`src/rtl/mem_ctrl.sv`:
```
// Byte-serial RAM port arbiter shared by instruction fetch and the load/store path.
// Each 1/2/4-byte access is split into byte cycles; read data is assembled little-endian.
module mem_ctrl #(
    parameter int unsigned ADDR_W   = 17,
    parameter int unsigned IF_BYTES = 4
) (
    input  logic              clk,
    input  logic              rst,
    input  logic              if_req_i,
    input  logic [ADDR_W-1:0] if_addr_i,
    output logic [31:0]       if_data_o,
    output logic              if_done_o,
    input  logic [1:0]        mem_read_req_i,
    input  logic [1:0]        mem_write_req_i,
    input  logic [ADDR_W-1:0] mem_addr_i,
    input  logic [31:0]       mem_wdata_i,
    output logic [31:0]       mem_rdata_o,
    output logic              mem_done_o,
    output logic [ADDR_W-1:0] ram_a_o,
    output logic [7:0]        ram_dout_o,
    output logic              ram_wr_o,
    input  logic [7:0]        ram_din_i,
    output logic              busy_o
);

    typedef enum logic [1:0] {StIdle, StRd, StWr, StDone} state_e;

    state_e            state_q;
    logic              owner_mem_q;
    logic [ADDR_W-1:0] base_q;
    logic [2:0]        size_q;
    logic [2:0]        cnt_q;
    logic [31:0]       wdata_q;
    logic [31:0]       data_q;

    logic              req_mem, req_write, req_any;
    logic [1:0]        sel_sz;
    logic [2:0]        req_size;
    logic [ADDR_W-1:0] req_addr;
    logic [2:0]        cnt_inc;
    logic [1:0]        cap_idx;
    logic [31:0]       data_nxt;

    function automatic logic [2:0] size_of(input logic [1:0] sz);
        case (sz)
            2'b01:   size_of = 3'd1;
            2'b10:   size_of = 3'd2;
            default: size_of = 3'd4;
        endcase
    endfunction

    always_comb begin
        req_mem   = (mem_read_req_i != 2'b00) || (mem_write_req_i != 2'b00);
        req_write = mem_write_req_i != 2'b00;
        req_any   = req_mem || if_req_i;
        sel_sz    = req_write ? mem_write_req_i : mem_read_req_i;
        req_size  = req_mem ? size_of(sel_sz) : 3'(IF_BYTES);
        req_addr  = req_mem ? mem_addr_i : if_addr_i;
        cnt_inc   = cnt_q + 3'd1;
        // cnt_q counts elapsed RD cycles; the byte arriving now was addressed one cycle earlier
        cap_idx   = 2'(cnt_q - 3'd1);
        data_nxt  = data_q;
        data_nxt[{cap_idx, 3'b000} +: 8] = ram_din_i;
    end

    assign busy_o = state_q != StIdle;

    always_ff @(posedge clk) begin
        if (rst) begin
            state_q     <= StIdle;
            owner_mem_q <= 1'b0;
            base_q      <= '0;
            size_q      <= '0;
            cnt_q       <= '0;
            wdata_q     <= '0;
            data_q      <= '0;
            if_data_o   <= '0;
            if_done_o   <= 1'b0;
            mem_rdata_o <= '0;
            mem_done_o  <= 1'b0;
            ram_a_o     <= '0;
            ram_dout_o  <= '0;
            ram_wr_o    <= 1'b0;
        end else begin
            if_done_o   <= 1'b0;
            mem_done_o  <= 1'b0;
            if_data_o   <= '0;
            mem_rdata_o <= '0;
            unique case (state_q)
                StIdle, StDone: begin
                    state_q    <= StIdle;
                    ram_wr_o   <= 1'b0;
                    ram_a_o    <= '0;
                    ram_dout_o <= '0;
                    if (req_any) begin
                        state_q     <= req_write ? StWr : StRd;
                        owner_mem_q <= req_mem;
                        base_q      <= req_addr;
                        size_q      <= req_size;
                        wdata_q     <= mem_wdata_i;
                        cnt_q       <= '0;
                        data_q      <= '0;
                        ram_a_o     <= req_addr;
                        ram_wr_o    <= req_write;
                        ram_dout_o  <= req_write ? mem_wdata_i[7:0] : 8'h00;
                    end
                end
                StRd: begin
                    if (!owner_mem_q && !if_req_i) begin
                        // branch flush: abandon the fetch silently
                        state_q <= StIdle;
                        ram_a_o <= '0;
                    end else begin
                        cnt_q   <= cnt_inc;
                        ram_a_o <= (cnt_inc < size_q) ? base_q + ADDR_W'(cnt_inc) : '0;
                        if (cnt_q != 3'd0) data_q <= data_nxt;
                        if (cnt_q == size_q) begin
                            state_q <= StDone;
                            if (owner_mem_q) begin
                                mem_done_o  <= 1'b1;
                                mem_rdata_o <= data_nxt;
                            end else begin
                                if_done_o <= 1'b1;
                                if_data_o <= data_nxt;
                            end
                        end
                    end
                end
                StWr: begin
                    if (cnt_inc < size_q) begin
                        cnt_q      <= cnt_inc;
                        ram_a_o    <= base_q + ADDR_W'(cnt_inc);
                        ram_dout_o <= wdata_q[{cnt_inc[1:0], 3'b000} +: 8];
                    end else begin
                        state_q    <= StDone;
                        ram_wr_o   <= 1'b0;
                        ram_a_o    <= '0;
                        ram_dout_o <= '0;
                        mem_done_o <= 1'b1;
                    end
                end
                default: state_q <= StIdle;
            endcase
        end
    end

endmodule

```
`config.mk`:
```
export PLATFORM = sky130hd
export DESIGN_NAME = mem_ctrl
export DESIGN_NICKNAME = d
export VERILOG_FILES = /design/src/rtl/mem_ctrl.sv
export SDC_FILE = /design/constraint.sdc
export NUM_CORES = 1
export LEC_CHECK = 0
export ABC_AREA = 1
export BUFFER_PORTS_ARGS = -buffer_cell sky130_fd_sc_hd__buf_2
export CORE_ASPECT_RATIO = 0.9
export CORE_MARGIN = 3
export CORE_UTILIZATION = 35
export DETAILED_ROUTE_END_ITERATION = 8
export PLACE_DENSITY = 0.64
export SLEW_MARGIN = 20
export SYNTH_ARGS = -nofsm -noshare
export SYNTH_HDL_FRONTEND = slang
export SYNTH_SLANG_ARGS = --single-unit
```
`constraint.sdc`:
```
create_clock -name clk -period 2.39 [get_ports clk]
set_input_delay 0.478 -clock clk [delete_from_list [all_inputs] [get_ports clk]]
set_output_delay 0.478 -clock clk [all_outputs]
set_load 0.05 [all_outputs]
```
# == Yosys cells after proc, flatten, opt, wreduce, memory -nomap -nowiden ==
# Index checks and enable logic that the tools add are counted.
# totals
register_bits,182
in_bits,81
elab_cells,94
# op_classes
add_sub_neg,4
order_cmp,1
eq_ne,12
shift,3
mux,36
bitwise_logic,3
reduce_logical,21
# op_table
cell,count
32-bit 2-to-1 mux,3
17-bit 2-to-1 mux,4
32-bit case mux with 2 select lines,1
17-bit case mux with 3 select lines,1
32-bit bitwise mux,1
8-bit by 7-bit variable shift with 32-bit output (first input constant),1
32-bit by 6-bit indexed part select with 8-bit output,1
8-bit by 7-bit indexed part select with 32-bit output,1
8-bit 2-to-1 mux,3
17-bit by 3-bit adder with 17-bit output,1
8-bit case mux with 2 select lines,1
2-bit 2-to-1 mux,6
3-bit 2-to-1 mux,4
2-bit != test (second input constant),5
2-bit nonzero test,5
5-bit OR reduction,2
3-bit case mux with 3 select lines,1
1-bit 2-to-1 mux,7
5-bit negator with 7-bit output,1
2-bit == test (second input constant),3
2-bit case mux with 3 select lines,1
3-bit case mux with 2 select lines,1
2-bit AND reduction,3
2-bit by 1-bit == test with 1-bit output (second input constant),2
other kinds (16),21

# == Depth between registers and ports, before layout ==
# logic_depth
depth_word,7
mapped_depth,13
depth_no_buf,12

# == Worst setup path before layout ==
# No wires, ideal clock.
# synth_timing
kind,register to register
startpoint,register cnt_q[0]
endpoint,register ram_a_o[14]
setup_time_ps,138
t_arrival_ps,2300
required_time_ps,2252
setup_slack_ps,-49
path_stages_with_launch,14
path_buffers,1
period_less_slack_ps,2439
cell_sequence,dfxtp_1 > buf_2 > inv_1 > ha_1 > inv_2 > fa_1 > inv_1 > nand2_1 > nand2_1 > nand3_1 > nor2_1 > nand2_1 > nand3_1 > a21oi_1
# synth_via
elab_chain_len,5
word_cells_on_any_way,6
# synth_rtl
element,line,rtl
"start, declared",32,logic [2:0] cnt_q;
"start signal, assigned",114,cnt_q <= cnt_inc;
"start signal, assigned",131,cnt_q <= cnt_inc;
3-bit by 1-bit adder with 3-bit output *,59,cnt_inc = cnt_q + 3'd1;
17-bit by 3-bit adder with 17-bit output or 3-bit < comparator (tied branches),"115, 132, 130",
17-bit 2-to-1 mux *,"115, 130",
17-bit 2-to-1 mux,109,if (!owner_mem_q && !if_req_i) begin
17-bit case mux with 3 select lines *,89,unique case (state_q)
"end signal, assigned",103,ram_a_o <= req_addr;
"end signal, assigned",115,ram_a_o <= (cnt_inc < size_q) ? base_q + ADDR_W'(cnt_inc) : '0;
"end signal, assigned",132,ram_a_o <= base_q + ADDR_W'(cnt_inc);
"end, declared",19,"output logic [ADDR_W-1:0] ram_a_o,"
# Every way passes the cells marked *; elsewhere a longest branch is shown, timed or not.
# A chain may end at the register's enable or synchronous reset.

# == Worst setup path after layout ==
# layout_timing
startpoint,register cnt_q[1]
endpoint,register ram_a_o[11]
# Same word-level chain as after synthesis.

==> results.json <==
{
  "num_rows": 51,
  "yosys_warnings": 0,
  "setup_violations": 0,
  "syn-num-nets": 1171,
  "met3_usage_pct": 4.32,
  "first_pass_iters": 4,
  "grt_pass1_wl_mm": 33.3,
  "worst_slew_pin_slew_ps": 563,
  "arrival_ps": 2450,
  "finalNonFillerCells": 1532,
  "start_util_pct": 36.3,
  "cts_num_sinks": 182,
  "finalCritPeriodShare_pct": 89.4,
  "cts_tree": "built",
  "post_cts_buffers": 0,
  "cpMaxStageDelayCell": "dfxtp_2",
  "grt_util_met1_pct": 22.8,
  "syn_to_final_growth_pct": 21.0,
  "die_y_um": 150,
  "dp_hpwl_mm": 14.6,
  "relSlewSlack_pct": 62.5,
  "grt_busiest_layer": "met2",
  "yosysTopAreaCellShare_pct": 45.5,
  "drv_cap": 0,
  "clk_path_buf_depth": 2,
  "cts_hold_buf": 0,
  "yosysUniqueCellTypes": 39,
  "ff2ff_setup_slack_ps": 250,
  "grt_pass1_vias": 6739,
  "drc": 0,
  "yosys-top-cells-area": "dfxtp_1 45%, nand2_1 10%, inv_1 7.3%, nor2_1 6.8%, a21oi_1 5.7%",
  "r2r-end": "ram_a_o[11]",
  "finClkSkew_ps": 10.1,
  "fmax_mhz": 468,
  "clkSlewWorstSetupHoldPaths_ps": 70,
  "ir_drop_mv": 0.705,
  "finalSetupTns_ps": 0,
  "die_x_um": 165,
  "grt_usage_pct": 16.7,
  "hold_viol": 0,
  "ant_nets": 0,
  "wirelength_mm": 20.4,
  "root_buffer": "clkbuf_16",
  "worstPathMaxFanout": 5,
  "p_leak_nw": 4.61,
  "cp-end-kind": "flip-flop",
  "startpoint_type": "flip-flop",
  "insertion_delay_ps": 440,
  "layout-drive-gt1-share_pct": 23.6,
  "fill_cells": 2244,
  "numCtsBuffers": 17,
  "coreArea_mm2": 0.0221,
  "cp_data_required_time_ps": 2700,
  "crit_type": "reg -> reg",
  "gp_congestion": 0.837,
  "syn_inst": 1072,
  "finalMaxSlewViolations": 0,
  "startpoint": "cnt_q[1]",
  "seq_area_frac_synth_pct": 45.5,
  "place_area_mm2": 0.00908,
  "status": "finished clean",
  "reg2reg_depth": 10,
  "crit_path_cell_trace": "ha_1, xor2_1, ha_1, inv_1, nand2_1, nand2_1, nor2_1, or2_2, nand3_1, a21oi_1",
  "synthTopCellsByCount": "220 x nand2_1, 182 x dfxtp_1, 155 x inv_1",
  "use_met2_pct": 26.6,
  "crit_end": "ram_a_o[11]",
  "rsz0062_at_grt": "false",
  "dpl.cell_count": 1501,
  "drtIter0Drc": 500,
  "synth_seq_cells": 182,
  "synth_edf_count": 0,
  "final_area_mm2": 0.00969,
  "wl_per_cell_um": 13.3,
  "critPathMaxStageDelay_ps": 370,
  "min_period_ps": 2140,
  "grt_max_degree": 72,
  "ctsResizeCount": 0,
  "antenna_found_initial": 0,
  "final_core_util_pct": 43.9,
  "p_per_area_mw_per_mm2": 1390,
  "syn-cell-area_mm2": 0.00801,
  "synth_area_leader_cell": "dfxtp_1",
  "grt_overflow": 0,
  "avgSynthCellArea_um2": 7.47,
  "n_antenna_cell": 0,
  "min_path_type": "in -> reg",
  "synth-async-reset-ratio_pct": 0,
  "synth_most_common_cell": "nand2_1",
  "ctsHtreeMaxLevel": 4,
  "yosys_most_used_dff": "dfxtp_1",
  "rr_startpoint": "cnt_q[1]",
  "die_area_mm2": 0.0247,
  "viasPerCell": 4.63,
  "vias": 7092,
  "ioPinCount": 174,
  "fin_nets": 1328,
  "io_buffers": 173
}
layout by cell type, fill, tap and decap left out, types with 4 or more instances in the layout:
cell         n
nand2_1    220
dfxtp_1    180
buf_2      173
inv_1      155
nor2_1     145
a21oi_1     91
o21ai_0     59
nor3_2      24
o22ai_1     23
clkbuf_16   17
nand3_1     16
ha_1        16
buf_4       14
o21ai_1     11
nand3_2     10
a31oi_1      9
a21oi_2      9
a211oi_1     7
inv_2        6
nor2_2       6
nand4_1      5
nor2_4       4
o21bai_1     4
or2_2        4
inv_6        4
how the worst min path moves through the flow:
stage	start	endpoint	slack [ps]	depth (start not counted)
floorplan	wdata_q[7]	wdata_q[7]	430	2
global placement	wdata_q[27]	wdata_q[27]	440	2
detailed placement	wdata_q[25]	wdata_q[25]	450	2
CTS	mem_wdata_i[9]	wdata_q[9]	280	3
global route	mem_wdata_i[9]	wdata_q[9]	300	3
finish	mem_wdata_i[9]	wdata_q[9]	300	3
area by class of cell:
class                           count  area (um^2)  area share, %
Timing Repair Buffer              189         1010           10.4
Sequential cell                   182         3650           37.6
Inverter                          163          616           6.35
Clock buffer                       20          457           4.71
Clock inverter                     11          141           1.46
Multi-Input combinational cell    676         3450           35.7
Tap cell                          291          364           3.76
layer usage:
layer  vias up  share of wire, %
met1      3187                48
met3        20               7.0
met4         0              0.86
met2       200                44
met5         -                 0
li1       3685                 -
critical path, delay by kind of cell, from the launching register on:
kind	cells	cell delay [ps]
simple gates	5	680
fa+ha+maj	2	540
flops	1	370
xor+xnor	1	290
buf+inv	1	80
compound gates	1	60
metrics by stage:
step / hold WS (ps) / setup slack (ps) / power, mW
2_1_floorplan: 429 / 67.5 / 9.27
3_3_place_gp: 441 / 273 / 10.5
3_5_place_dp: 447 / 207 / 10.7
4_1_cts: 283 / 201 / 13.5
5_1_grt: 302 / 68.0 / 14.6
6_report: 298 / 253 / 13.5
cells by family (layout without fill, tap and decap cells):
kind of cell,Yosys count,count (layout),synth area share [%]
buffers and inverters,214,383,11.5
AO/OA/AOI/OAI,215,215,14.8
flip-flops,182,182,45.5
XOR/XNOR,2,2,0.219
AND/OR/NAND/NOR,441,441,25.1
adder cells (fa/ha/maj),18,18,2.91
state kept, by name, indices dropped and copies added, names as in the netlist:
name	count
data_q	32
ram_a_o	17
mem_done_o	1
state_q	2
ram_dout_o	8
if_data_o	32
ram_wr_o	1
mem_rdata_o	32
wdata_q	32
cnt_q	3
owner_mem_q	1
if_done_o	1
base_q	17
size_q	3
report_power, final:
group | internal [mW] | switching (mW)
logic | 1.96 | 4.51
registers | 3.80 | 0.336
clock network | 1.61 | 1.23
total | 7.38 | 6.08
(Power assumes the default switching activity.)
